`src/rtl/bram_slot_poller.sv`:
```
`default_nettype none
// ============================================================================
// Module      : bram_slot_poller
// Description : Polls NUM_LOC BRAM words on request. A round-robin arbiter
//               grants one slot at a time, and the poller issues a single-cycle
//               BRAM read. It waits RD_LAT cycles, captures the word into that
//               slot's slice and pulses the slot's read_done bit.
// Revision    : 1.0 - initial release
// ============================================================================
module bram_slot_poller #(
    parameter int NUM_LOC   = 4,
    parameter int WORD_W    = 32,
    parameter int ADDR_W    = 12,
    parameter int BASE_ADDR = 0,
    parameter int RD_LAT    = 2
) (
    input  logic                       clk,
    input  logic                       rst,
    input  logic [NUM_LOC-1:0]         read_strobe,
    output logic [WORD_W*NUM_LOC-1:0]  read_data,
    output logic [NUM_LOC-1:0]         read_done,
    output logic                       bram_en,
    output logic [ADDR_W-1:0]          bram_addr,
    input  logic [WORD_W-1:0]          bram_dout,
    output logic                       busy
);

    localparam int c_IDX_W = (NUM_LOC > 1) ? $clog2(NUM_LOC) : 1;
    localparam int c_CNT_W = $clog2(RD_LAT + 1);

    localparam logic [c_CNT_W-1:0] c_CNT_LAST = c_CNT_W'(RD_LAT - 1);
    localparam logic [c_IDX_W-1:0] c_IDX_LAST = c_IDX_W'(NUM_LOC - 1);

    localparam logic [1:0] c_IDLE = 2'd0;
    localparam logic [1:0] c_READ = 2'd1;
    localparam logic [1:0] c_WAIT = 2'd2;
    localparam logic [1:0] c_DONE = 2'd3;

    logic [1:0]          r_state;
    logic [1:0]          w_next;
    logic [c_IDX_W-1:0]  r_ptr;
    logic [c_IDX_W-1:0]  r_grant;
    logic [c_IDX_W-1:0]  w_pick;
    logic                w_any;
    int                  w_idx;
    logic [c_CNT_W-1:0]  r_cnt;
    logic                w_wait_last;
    logic [ADDR_W-1:0]   r_addr;
    logic [WORD_W-1:0]   r_slot [NUM_LOC];

    assign w_wait_last = (r_cnt == c_CNT_LAST);

    // Round-robin search: first asserted strobe at or after the priority pointer
    always_comb begin
        w_any  = 1'b0;
        w_pick = r_ptr;
        w_idx  = 0;
        for (int k = 0; k < NUM_LOC; k++) begin
            w_idx = (int'(r_ptr) + k) % NUM_LOC;
            if (!w_any && read_strobe[c_IDX_W'(w_idx)]) begin
                w_any  = 1'b1;
                w_pick = c_IDX_W'(w_idx);
            end
        end
    end

    // State register
    always_ff @(posedge clk) begin
        if (rst) begin
            r_state <= c_IDLE;
        end else begin
            r_state <= w_next;
        end
    end

    // Next-state logic
    always_comb begin
        w_next = r_state;
        case (r_state)
            c_IDLE:  if (w_any) w_next = c_READ;
            c_READ:  w_next = c_WAIT;
            c_WAIT:  if (w_wait_last) w_next = c_DONE;
            c_DONE:  w_next = c_IDLE;
            default: w_next = c_IDLE;
        endcase
    end

    // Datapath: latch grant and address, count read latency, capture returned word
    always_ff @(posedge clk) begin
        if (rst) begin
            r_ptr   <= '0;
            r_grant <= '0;
            r_cnt   <= '0;
            r_addr  <= '0;
            for (int i = 0; i < NUM_LOC; i++) begin
                r_slot[i] <= '0;
            end
        end else begin
            case (r_state)
                c_IDLE: begin
                    if (w_any) begin
                        r_grant <= w_pick;
                        r_ptr   <= (w_pick == c_IDX_LAST) ? '0 : w_pick + 1'b1;
                        r_addr  <= ADDR_W'(BASE_ADDR) + ADDR_W'(w_pick);
                    end
                end
                c_READ: begin
                    r_cnt <= '0;
                end
                c_WAIT: begin
                    r_cnt <= r_cnt + 1'b1;
                    if (w_wait_last) begin
                        r_slot[r_grant] <= bram_dout;
                    end
                end
                default: begin
                end
            endcase
        end
    end

    // Outputs decoded from the current state; address is held between reads
    always_comb begin
        bram_en   = (r_state == c_READ);
        busy      = (r_state != c_IDLE);
        bram_addr = r_addr;
        read_done = '0;
        if (r_state == c_DONE) begin
            read_done[r_grant] = 1'b1;
        end
    end

    generate
        for (genvar i = 0; i < NUM_LOC; i++) begin : g_pack
            assign read_data[i*WORD_W +: WORD_W] = r_slot[i];
        end
    endgenerate

endmodule
`default_nettype wire
```
`config.mk`:
```
export PLATFORM = sky130hd
export DESIGN_NAME = bram_slot_poller
export DESIGN_NICKNAME = d
export VERILOG_FILES = /design/src/rtl/bram_slot_poller.sv
export SDC_FILE = /design/constraint.sdc
export NUM_CORES = 1
export LEC_CHECK = 0
export BUFFER_PORTS_ARGS = -buffer_cell sky130_fd_sc_hd__clkbuf_2
export CORE_MARGIN = 4
export CORE_UTILIZATION = 50
export DETAILED_ROUTE_END_ITERATION = 10
export PLACE_DENSITY = 0.79
export SETUP_SLACK_MARGIN = 0.3
export SYNTH_ARGS = -nofsm -noshare
export SYNTH_HDL_FRONTEND = slang
export SYNTH_SLANG_ARGS = --single-unit
```
`constraint.sdc`:
```
create_clock -name clk -period 2.4 [get_ports clk]
set_input_delay 0.24 -clock clk [delete_from_list [all_inputs] [get_ports clk]]
set_output_delay 0.24 -clock clk [all_outputs]
set_load 0.02 [all_outputs]
```
==> results of run 1 <==
[registers in the layout (all words and copies together) (netlist names)]
signal and cells:
r_slot 128, bram_addr 2, r_cnt 2, r_ptr 2, r_state 2
[synthesized netlist by cell type (2+ instances only)]
library cell | instances | area share
and3_1 | 2 | 0.0023
nor2b_1 | 3 | 0.0034
buf_4 | 10 | 0.014
nand2b_1 | 3 | 0.0034
a21oi_1 | 3 | 0.0027
nand2_1 | 6 | 0.0041
or2_2 | 3 | 0.0034
and2_1 | 89 | 0.10
buf_6 | 6 | 0.012
a21o_1 | 2 | 0.0027
and2_2 | 39 | 0.053
clkbuf_2 | 4 | 0.0037
dfxtp_1 | 8 | 0.029
clkbuf_1 | 4 | 0.0027
nor3_4 | 2 | 0.0059
edfxtp_1 | 128 | 0.70
mux2i_1 | 2 | 0.0037
nor2_1 | 9 | 0.0062
inv_1 | 8 | 0.0055
nand3b_1 | 2 | 0.0027
ha_1 | 6 | 0.014
[logic make-up after synthesis]
family	after synthesis	synth area share
multiplexers	2	0.00365
adder cells (fa/ha/maj)	6	0.0137
flip-flops	136	0.730
other	1	0.000684
AND/OR/NAND/NOR	163	0.194
buffers and inverters	32	0.0379
AO/OA/AOI/OAI	14	0.0201
[report_power, final]
| part | internal [mW] | leakage, nW | total, mW | switching (mW) |
|---|---|---|---|---|
| combinational | 0.247 | 1.47 | 0.745 | 0.498 |
| sequential | 2.72 | 1.39 | 2.81 | 0.0898 |
| clock | 1.35 | 0.251 | 2.29 | 0.931 |
[layer usage]
layer  up-vias  wire (um)
met5         -         12
met1      1651       5000
li1       1601          -
met2       144       5980
met4         2        205
met3        21       1060
[final timing paths]
check	from	endpoint	cells past startpoint
max reg2reg	r_state[0]$_SDFFE_PP0P_	r_slot[2][0]$_SDFFCE_PN0P_	7
min	bram_dout[17]	r_slot[0][17]$_SDFFCE_PN0P_	2
max	r_state[0]$_SDFFE_PP0P_	r_slot[2][0]$_SDFFCE_PN0P_	7
min reg2reg	r_cnt[0]$_SDFFE_PP0P_	r_cnt[0]$_SDFFE_PP0P_	2
[critical path, stage by stage, from the launching register on]
cell	delay, ns
dfxtp_1	0.34
inv_1	0.09
ha_1	0.27
nand2_1	0.11
or2_4	0.27
nor3_4	0.12
or2_2	0.14
buf_4	0.26
[what timing repair did]
item / CTS / global route
endpoints found under the setup margin: 32 / 21
gates resized for setup: 1 / 1
cloned: 0 / 1
[cell type report]
| type | count | area, um2 |
|---|---|---|
| clock buffer | 18 | 418 |
| clock inverter | 14 | 110 |
| fill | 754 | 3500 |
| inverter | 8 | 30.0 |
| multi-input combinational | 196 | 1320 |
| sequential | 136 | 4000 |
| tap | 136 | 170 |
| timing repair buffer | 185 | 960 |
==> flow_summary.yaml, run 1 <==
synthesis:
  ys_seq_elements: 136
  ys.flop_type: "edfxtp_1"
  synthArstFlopShare: 0
  synth_edf_count: 128
  yosysSeqAreaShare: 0.730
  synth_cells: 354
  synthDistinctLibCells: 36
  syn_avg_cell_area_um2: 15.5
  syn_area_mm2: 0.00548
  ys.warnings.count: 0
timing:
  period_share: 0.803
  skew_ns: 0.00529
  hold_viol_final: 0
  timing.final.setup_violations: 0
  fmax_mhz: 519
  maxSlewViolCount: 0
  hold_ws_ns: 0.0406
  rsz0062_at_grt: "no"
  tns_ns: 0
  min_period_ns: 1.93
  worst_slack_ns: 0.473
floorplan:
  initial_core_util: 0.522
  core_mm2: 0.0105
  die_h_um: 113
  dieArea_mm2: 0.0127
  die-width_um: 113
  row_count: 37
  ios: 184
cts:
  cts_max_path_buffers: 2
  h-tree-depth: 4
  clock-sinks: 136
  postCtsHoldBufs: 0
  tritoncts: "yes"
  clk_pin_slew_ns: 0.06
  cts_made_buffers: 17
  root_buffer: "clkbuf_8"
  clk_latency_ns: 0.52
  cts_setup_buffers: 0
placed_design:
  dp_hpwl_mm: 8.33
  gp_congestion: 0.837
  dpl_cell_area_mm2: 0.00647
  dp_cells: 660
  pre_cts_ws_ns: 0.241
  io_buffer_count: 173
power:
  power_density_mw_per_mm2: 834
  power.leakage_nw: 3.10
  power_mw: 5.84
  ir_worst_vdd_mv: 0.516
finish:
  drive_above_1_share: 0.474
  fin_cells: 693
  layout_common_cells: "clkbuf_2, edfxtp_1, and2_1"
  finalCoreUtilization: 0.667
  finalNetCount: 588
  layout_commonest_cell: "clkbuf_2"
  areaGrowthSynthToFinish_pct: 27.8
  antenna_cells: 0
  fin_area_mm2: 0.00701
setup_path:
  critical_path_class: "register to register"
  worstPathRequired_ns: 2.59
  crit_fanout: 17
  reg2reg_slack_ns: 0.47
  cp-end-kind: "register"
  critPathLaunchType: "register"
  arrival_ns: 2.12
run:
  cap_viol_max_count: 0
routing:
  drcViolationCount: 0
  ant_nets: 0
  wl_mm: 12.3
  drt-pass1-iter-count: 4
  num_vias: 3419
  dr.first_iter.drc_count: 141
  routed_via_density: 4.93
  wire_per_inst_um: 17.7
global_route:
  grt_pass1_wl_mm: 19.2
  met3_usage: 0.0679
  grt_max_degree: 33
  antenna_found_initial: 1
  grt_overflow: 0
  grt_pass1_vias: 3553
  top_usage_layer: "met2"
  gr-usage-met1: 0.251
  use_met2: 0.324
  track_usage: 0.200
outcome:
  status: "finished, final reports clean"
min_path:
  min_path_type: "primary input to register"
No activity file was read; power rests on OpenSTA's default activity.
==> run 2: changes to the inputs <==
- ABC_AREA: default -> 1
- clock period: 2.4 -> 1.8 ns (I/O delays scaled with it)
==> run 2 against run 1 <==
  * The run now ends with setup timing left
  * Clock-buffer cell count unchanged
  * Core utilization increased by 23 points
  * Synthesized cell count increased by 35%
  * Largest power group unchanged
  * Maximum frequency decreased by 0.70%
  * Clock skew increased by 0.0042 ns
  * Non-clock buffer count increased by 78
  * Critical endpoint is now r_ptr[1]$_SDFFE_PP0P_
  * Sequential share of layout area decreased by 14 points
  * Clock power increased by 49%
==> flow_summary.yaml, run 2 <==
setup_path:
  crit_chain: "buf_6 -> nand2_2 -> nand3_1 -> nand2_2 -> nand3_1 -> nand2_1 -> inv_1 -> nand2_1 -> nand2_2 -> nand2_2 -> ha_4 -> o21ai_2 -> a21oi_1"
  critPathSlowestCell: "dfxtp_4"
  cp-end-kind: "register"
  arrival_ns: 2.40
  cp_top_family: "simple AND/OR/NAND/NOR gates"
  r2r-start: "r_ptr[0]$_SDFFE_PP0P_"
  critPathLaunchType: "register"
  max_stage_delay_ns: 0.40
  startpoint: "r_ptr[0]$_SDFFE_PP0P_"
  worstPathRequired_ns: 2.26
  crit_fanout: 5
  critical_path_class: "register to register"
  worst_path_most_repeated_cell: "nand2_2"
  crit_buf_inv: 2
finish:
  layout_common_cells: "clkbuf_2, edfxtp_1, nor2_4"
  antenna_cells: 0
  layout_commonest_cell: "clkbuf_2"
  fin_area_mm2: 0.00942
  finalNetCount: 800
  largest_reg_flops: 128
  finalCoreUtilization: 0.896
  n_fill_cell: 397
  areaGrowthSynthToFinish_pct: 71.9
  regMostFlops: "r_slot"
  drive_above_1_share: 0.648
floorplan:
  row_count: 37
  dieArea_mm2: 0.0127
  die-width_um: 113
  ios: 184
  core_mm2: 0.0105
  initial_core_util: 0.521
  die_h_um: 113
timing:
  skew_ns: 0.00945
  maxSlewViolCount: 0
  fmax_mhz: 515
  min_period_ns: 1.94
  period_share: 1.08
  timing.final.setup_violations: 2
  worst_slack_ns: -0.141
  hold_viol_final: 0
  hold_ws_ns: 0.0355
  tns_ns: -0.266
  rsz0062_at_grt: "yes"
placed_design:
  gp_congestion: 0.868
  io_buffer_count: 173
  pre_cts_ws_ns: -0.0102
  dpl_cell_area_mm2: 0.00667
  dp_hpwl_mm: 9.67
synthesis:
  synth.top_cells.by_count: "nor2_1, edfxtp_1, inv_1"
  ys.warnings.count: 0
  synthDistinctLibCells: 29
  ys.flop_type: "edfxtp_1"
  synthArstFlopShare: 0
  yosysTopAreaCellShare: 0.702
  yosys-top-cells-area: "edfxtp_1, nor2_1, inv_1"
  synth_edf_count: 128
  ys_seq_elements: 136
  yosysTopAreaCell: "edfxtp_1"
  syn_area_mm2: 0.00548
  yosysMostFrequentCell: "nor2_1"
  yosysSeqAreaShare: 0.731
  syn_avg_cell_area_um2: 11.5
  synth_cells: 478
cts:
  tritoncts: "yes"
  h-tree-depth: 4
  cts_max_path_buffers: 2
  clk_pin_slew_ns: 0.07
  root_buffer: "clkbuf_8"
  cts_made_buffers: 17
  clock-sinks: 136
  clk_latency_ns: 0.53
routing:
  routed_via_density: 5.62
  wire_per_inst_um: 24.5
  drcViolationCount: 0
  wl_mm: 22.2
  dr.first_iter.drc_count: 556
  num_vias: 5086
  ant_nets: 0
  drt-pass1-iter-count: 5
outcome:
  status: "finished, violations left"
  violations: "setup timing"
global_route:
  grt_overflow: 0
  grt_pass1_vias: 4604
  track_usage: 0.278
  grt_pass1_wl_mm: 26.4
  antenna_found_initial: 0
  grt_max_degree: 29
min_path:
  hold_path.startpoint: "bram_dout[15]"
  min_path_type: "primary input to register"
run:
  cap_viol_max_count: 0
power:
  ir_worst_vdd_mv: 1.27
  power.leakage_nw: 3.98
  power_density_mw_per_mm2: 1130
==> run 2: changes by cell type after synthesis, moves of 6 or more <==
cell / delta
nor2_1: +121
and2_1: -88
inv_1: +66
and2_2: -39
nand2_1: +53
nand3_1: +13
inv_2: +6
==> run 2: logic make-up after synthesis <==
| family | Yosys count | share of synthesized area |
|---|---|---|
| fa+ha+maj | 6 | 0.0137 |
| other cells | 1 | 0.000684 |
| flops | 136 | 0.731 |
| compound gates | 13 | 0.0151 |
| simple gates | 218 | 0.160 |
| buf+inv | 104 | 0.0802 |
==> run 2: tightest hold or removal path, cell delays in order <==
cell and delay [ns]:
clkbuf_2 0.07, inv_1 0.09, nor2_4 0.11
==> run 2: worst paths after layout <==
| check | to | slack, ns | depth (start not counted) |
|---|---|---|---|
| worst max-delay path | r_ptr[1]$_SDFFE_PP0P_ | -0.14 | 13 |
| worst min-delay path | r_slot[2][15]$_SDFFCE_PN0P_ | 0.04 | 3 |
| worst max register to register | r_ptr[1]$_SDFFE_PP0P_ | -0.14 | 13 |
| worst min register to register | r_cnt[0]$_SDFFE_PP0P_ | 0.53 | 1 |
==> run 2: final cells by class <==
cell class	count	area (um2)	share of cell area
Clock inverter	14	149	0.0158
Timing Repair inverter	1	8.76	0.000930
Multi-Input combinational cell	256	2260	0.240
Timing Repair Buffer	263	2020	0.215
Clock buffer	18	418	0.0444
Sequential cell	136	4030	0.428
Inverter	81	359	0.0381
Tap cell	136	170	0.0181
==> run 2: repair_timing <==
item                       4_1_cts  5_1_grt
pin swaps                       37       31
hold buffers                    19        0
setup endpoints to repair      242      236
resized for setup              137      231
hold endpoints to repair        23        0
gates cloned                    15        5
buffers inserted                22       25
==> run 2: metrics by stage <==
step / total power, mW / instances
after floorplan: 5.10 / 487
after global placement: 5.54 / 787
after detailed placement: 5.61 / 787
after CTS: 9.39 / 875
after global routing: 11.0 / 905
final: 10.7 / 905
==> run 2: layer usage <==
metal  wire length, um  vias to the layer above  GRT usage
met1              7510                     2477      0.339
met4              1230                        0     0.0705
met3              1950                      102     0.0609
li1                  -                     2109          -
met5                 0                        -          0
met2             11500                      398      0.501
==> run 2: where the power goes <==
| part | total (mW) | switching, mW | internal, mW |
|---|---|---|---|
| clock network | 3.42 | 1.44 | 1.98 |
| registers | 3.85 | 0.193 | 3.66 |
| logic | 3.42 | 2.17 | 1.25 |
==> run 3: changes to the inputs <==
- SKIP_CTS_REPAIR_TIMING: default -> 1
==> run 3 against run 2 <==
  * The run ends with hold timing, setup timing left
  * Global-route usage decreased by 6.0 points
  * Via count decreased by 16%
  * Worst setup slack got worse by 0.0088 ns
  * Sequential share of layout area increased by 9.1 points
  * Critical path depth decreased by 1
  * Register-to-register slack about the same
  * Cell area decreased by 18%
  * Non-clock buffer count decreased by 49
  * Largest power group unchanged
  * Total power decreased by 9.6%
  * Die area unchanged
  * Highest routed layer unchanged
  * Largest cell class unchanged
  * Critical endpoint unchanged
  * Cell count decreased by 6.1%
  * Sequential cell count unchanged
  * Critical path type unchanged
==> flow_summary.yaml, run 3 (synthesis results as in run 2) <==
outcome:
  violations: "hold timing, setup timing"
  status: "finished, violations left"
finish:
  layout_common_cells: "clkbuf_2, edfxtp_1, nor2_1"
  largest_reg_flops: 128
  fin_cells: 850
  finalNetCount: 745
  regMostFlops: "r_slot"
  areaGrowthSynthToFinish_pct: 41.5
  layout_commonest_cell: "clkbuf_2"
  antenna_cells: 0
  drive_above_1_share: 0.427
power:
  ir_worst_vdd_mv: 1.07
  power.leakage_nw: 3.54
  power_mw: 9.66
  power_density_mw_per_mm2: 1250
timing:
  tns_ns: -0.250
  rsz0062_at_grt: "yes"
  hold_ws_ns: -0.0148
  hold_viol_final: 4
  fmax_mhz: 513
  period_share: 1.08
  worst_slack_ns: -0.150
  min_period_ns: 1.95
  skew_ns: 0.0101
  timing.final.setup_violations: 2
  maxSlewViolCount: 0
setup_path:
  cp_top_family: "simple AND/OR/NAND/NOR gates"
  max_stage_delay_ns: 0.39
  critPathLaunchType: "register"
  critical_path_class: "register to register"
  worstPathRequired_ns: 2.20
  r2r-start: "r_ptr[0]$_SDFFE_PP0P_"
  cp-end-kind: "register"
  rr_endpoint: "r_ptr[1]$_SDFFE_PP0P_"
  critPathSlowestCell: "dfxtp_4"
  worst_path_most_repeated_cell: "nand2_1"
  crit_buf_inv: 2
  crit_fanout: 5
  reg2reg_slack_ns: -0.15
  reg2reg_depth: 12
  arrival_ns: 2.35
  crit_chain: "buf_6 -> nand2_1 -> nand3_1 -> nand2_1 -> inv_2 -> nand4_1 -> nand2_1 -> nand2_2 -> nand2_2 -> ha_4 -> o21ai_2 -> a21oi_1"
min_path:
  min_path_type: "primary input to register"
  hold_end: "r_slot[2][6]$_SDFFCE_PN0P_"
  min_delay_path_depth: 3
  hold_path.startpoint: "bram_dout[6]"
cts:
  clk_latency_ns: 0.52
  clock-sinks: 136
  tritoncts: "yes"
  clk_pin_slew_ns: 0.06
  cts_max_path_buffers: 2
  root_buffer: "clkbuf_8"
  h-tree-depth: 4
  cts_made_buffers: 17
placed_design:
  io_buffer_count: 173
  dp_hpwl_mm: 9.67
  gp_congestion: 0.868
  dp_cells: 787
routing:
  num_vias: 4271
  dr.first_iter.drc_count: 260
  routed_via_density: 5.02
  drt-pass1-iter-count: 5
  drcViolationCount: 0
  ant_nets: 0
  wire_per_inst_um: 17.8
  wl_mm: 15.1
floorplan:
  initial_core_util: 0.521
  die_h_um: 113
  ios: 184
  dieArea_mm2: 0.0127
  die-width_um: 113
  core_mm2: 0.0105
  row_count: 37
global_route:
  grt_overflow: 0
  track_usage: 0.218
  grt_pass1_wl_mm: 21.1
  grt_max_degree: 33
  antenna_found_initial: 0
  grt_pass1_vias: 4026
run:
  cap_viol_max_count: 0
==> run 3: worst max-delay path by stage <==
stage | depth (start not counted) | slack [ns] | start | end
floorplan | 4 | -0.12 | r_cnt[1]$_SDFFE_PP0P_ | r_slot[3][0]$_DFFE_PP_
finish | 12 | -0.15 | r_ptr[0]$_SDFFE_PP0P_ | r_ptr[1]$_SDFFE_PP0P_
global route | 12 | -0.27 | r_ptr[0]$_SDFFE_PP0P_ | r_ptr[1]$_SDFFE_PP0P_
global placement | 13 | 0.06 | r_ptr[1]$_SDFFE_PP0P_ | r_ptr[1]$_SDFFE_PP0P_
CTS | 4 | -0.11 | bram_addr[1]$_SDFFE_PP0P_ | read_done[0]
detailed placement | 14 | -0.01 | r_ptr[0]$_SDFFE_PP0P_ | r_ptr[1]$_SDFFE_PP0P_
==> run 3: final cells by class <==
type | count | area, um2
clock buffers | 18 | 418
clock inverters | 14 | 149
fillers | 697 | 2760
inverters | 81 | 333
multi-input cells | 250 | 1380
flip-flops and latches | 136 | 4020
well taps | 136 | 170
repair buffers | 214 | 1270
repair inverters | 1 | 8.76
==> run 3: worst min-delay path, stage by stage <==
cell and delay (ns):
clkbuf_2 0.07, inv_1 0.04, nor2_1 0.09
==> run 3: metal layers <==
metal | part of all wire | track usage | vias to the layer above | routed length (um)
met5 | 0 | 0 | - | 0
met4 | 0.011 | 0.0649 | 0 | 160
met3 | 0.088 | 0.0566 | 19 | 1320
met2 | 0.51 | 0.367 | 245 | 7720
met1 | 0.39 | 0.278 | 2034 | 5920
li1 | - | - | 1973 | -
==> run 3: stage by stage <==
| step | util | instance area, um2 | setup WS [ns] |
|---|---|---|---|
| after floorplan | - | 5620 | -0.121 |
| after global placement | 0.635 | 6670 | 0.0631 |
| after detailed placement | 0.635 | 6670 | -0.0102 |
| after CTS | 0.689 | 7240 | -0.110 |
| after global routing | 0.738 | 7750 | -0.272 |
| final | 0.738 | 7750 | -0.150 |
==> run 3: report_power, final <==
part	switching (mW)	internal, mW	leakage (nW)	total (mW)
Combinational	1.64	0.932	1.88	2.57
Clock	1.31	1.98	0.265	3.29
Sequential	0.149	3.65	1.39	3.80
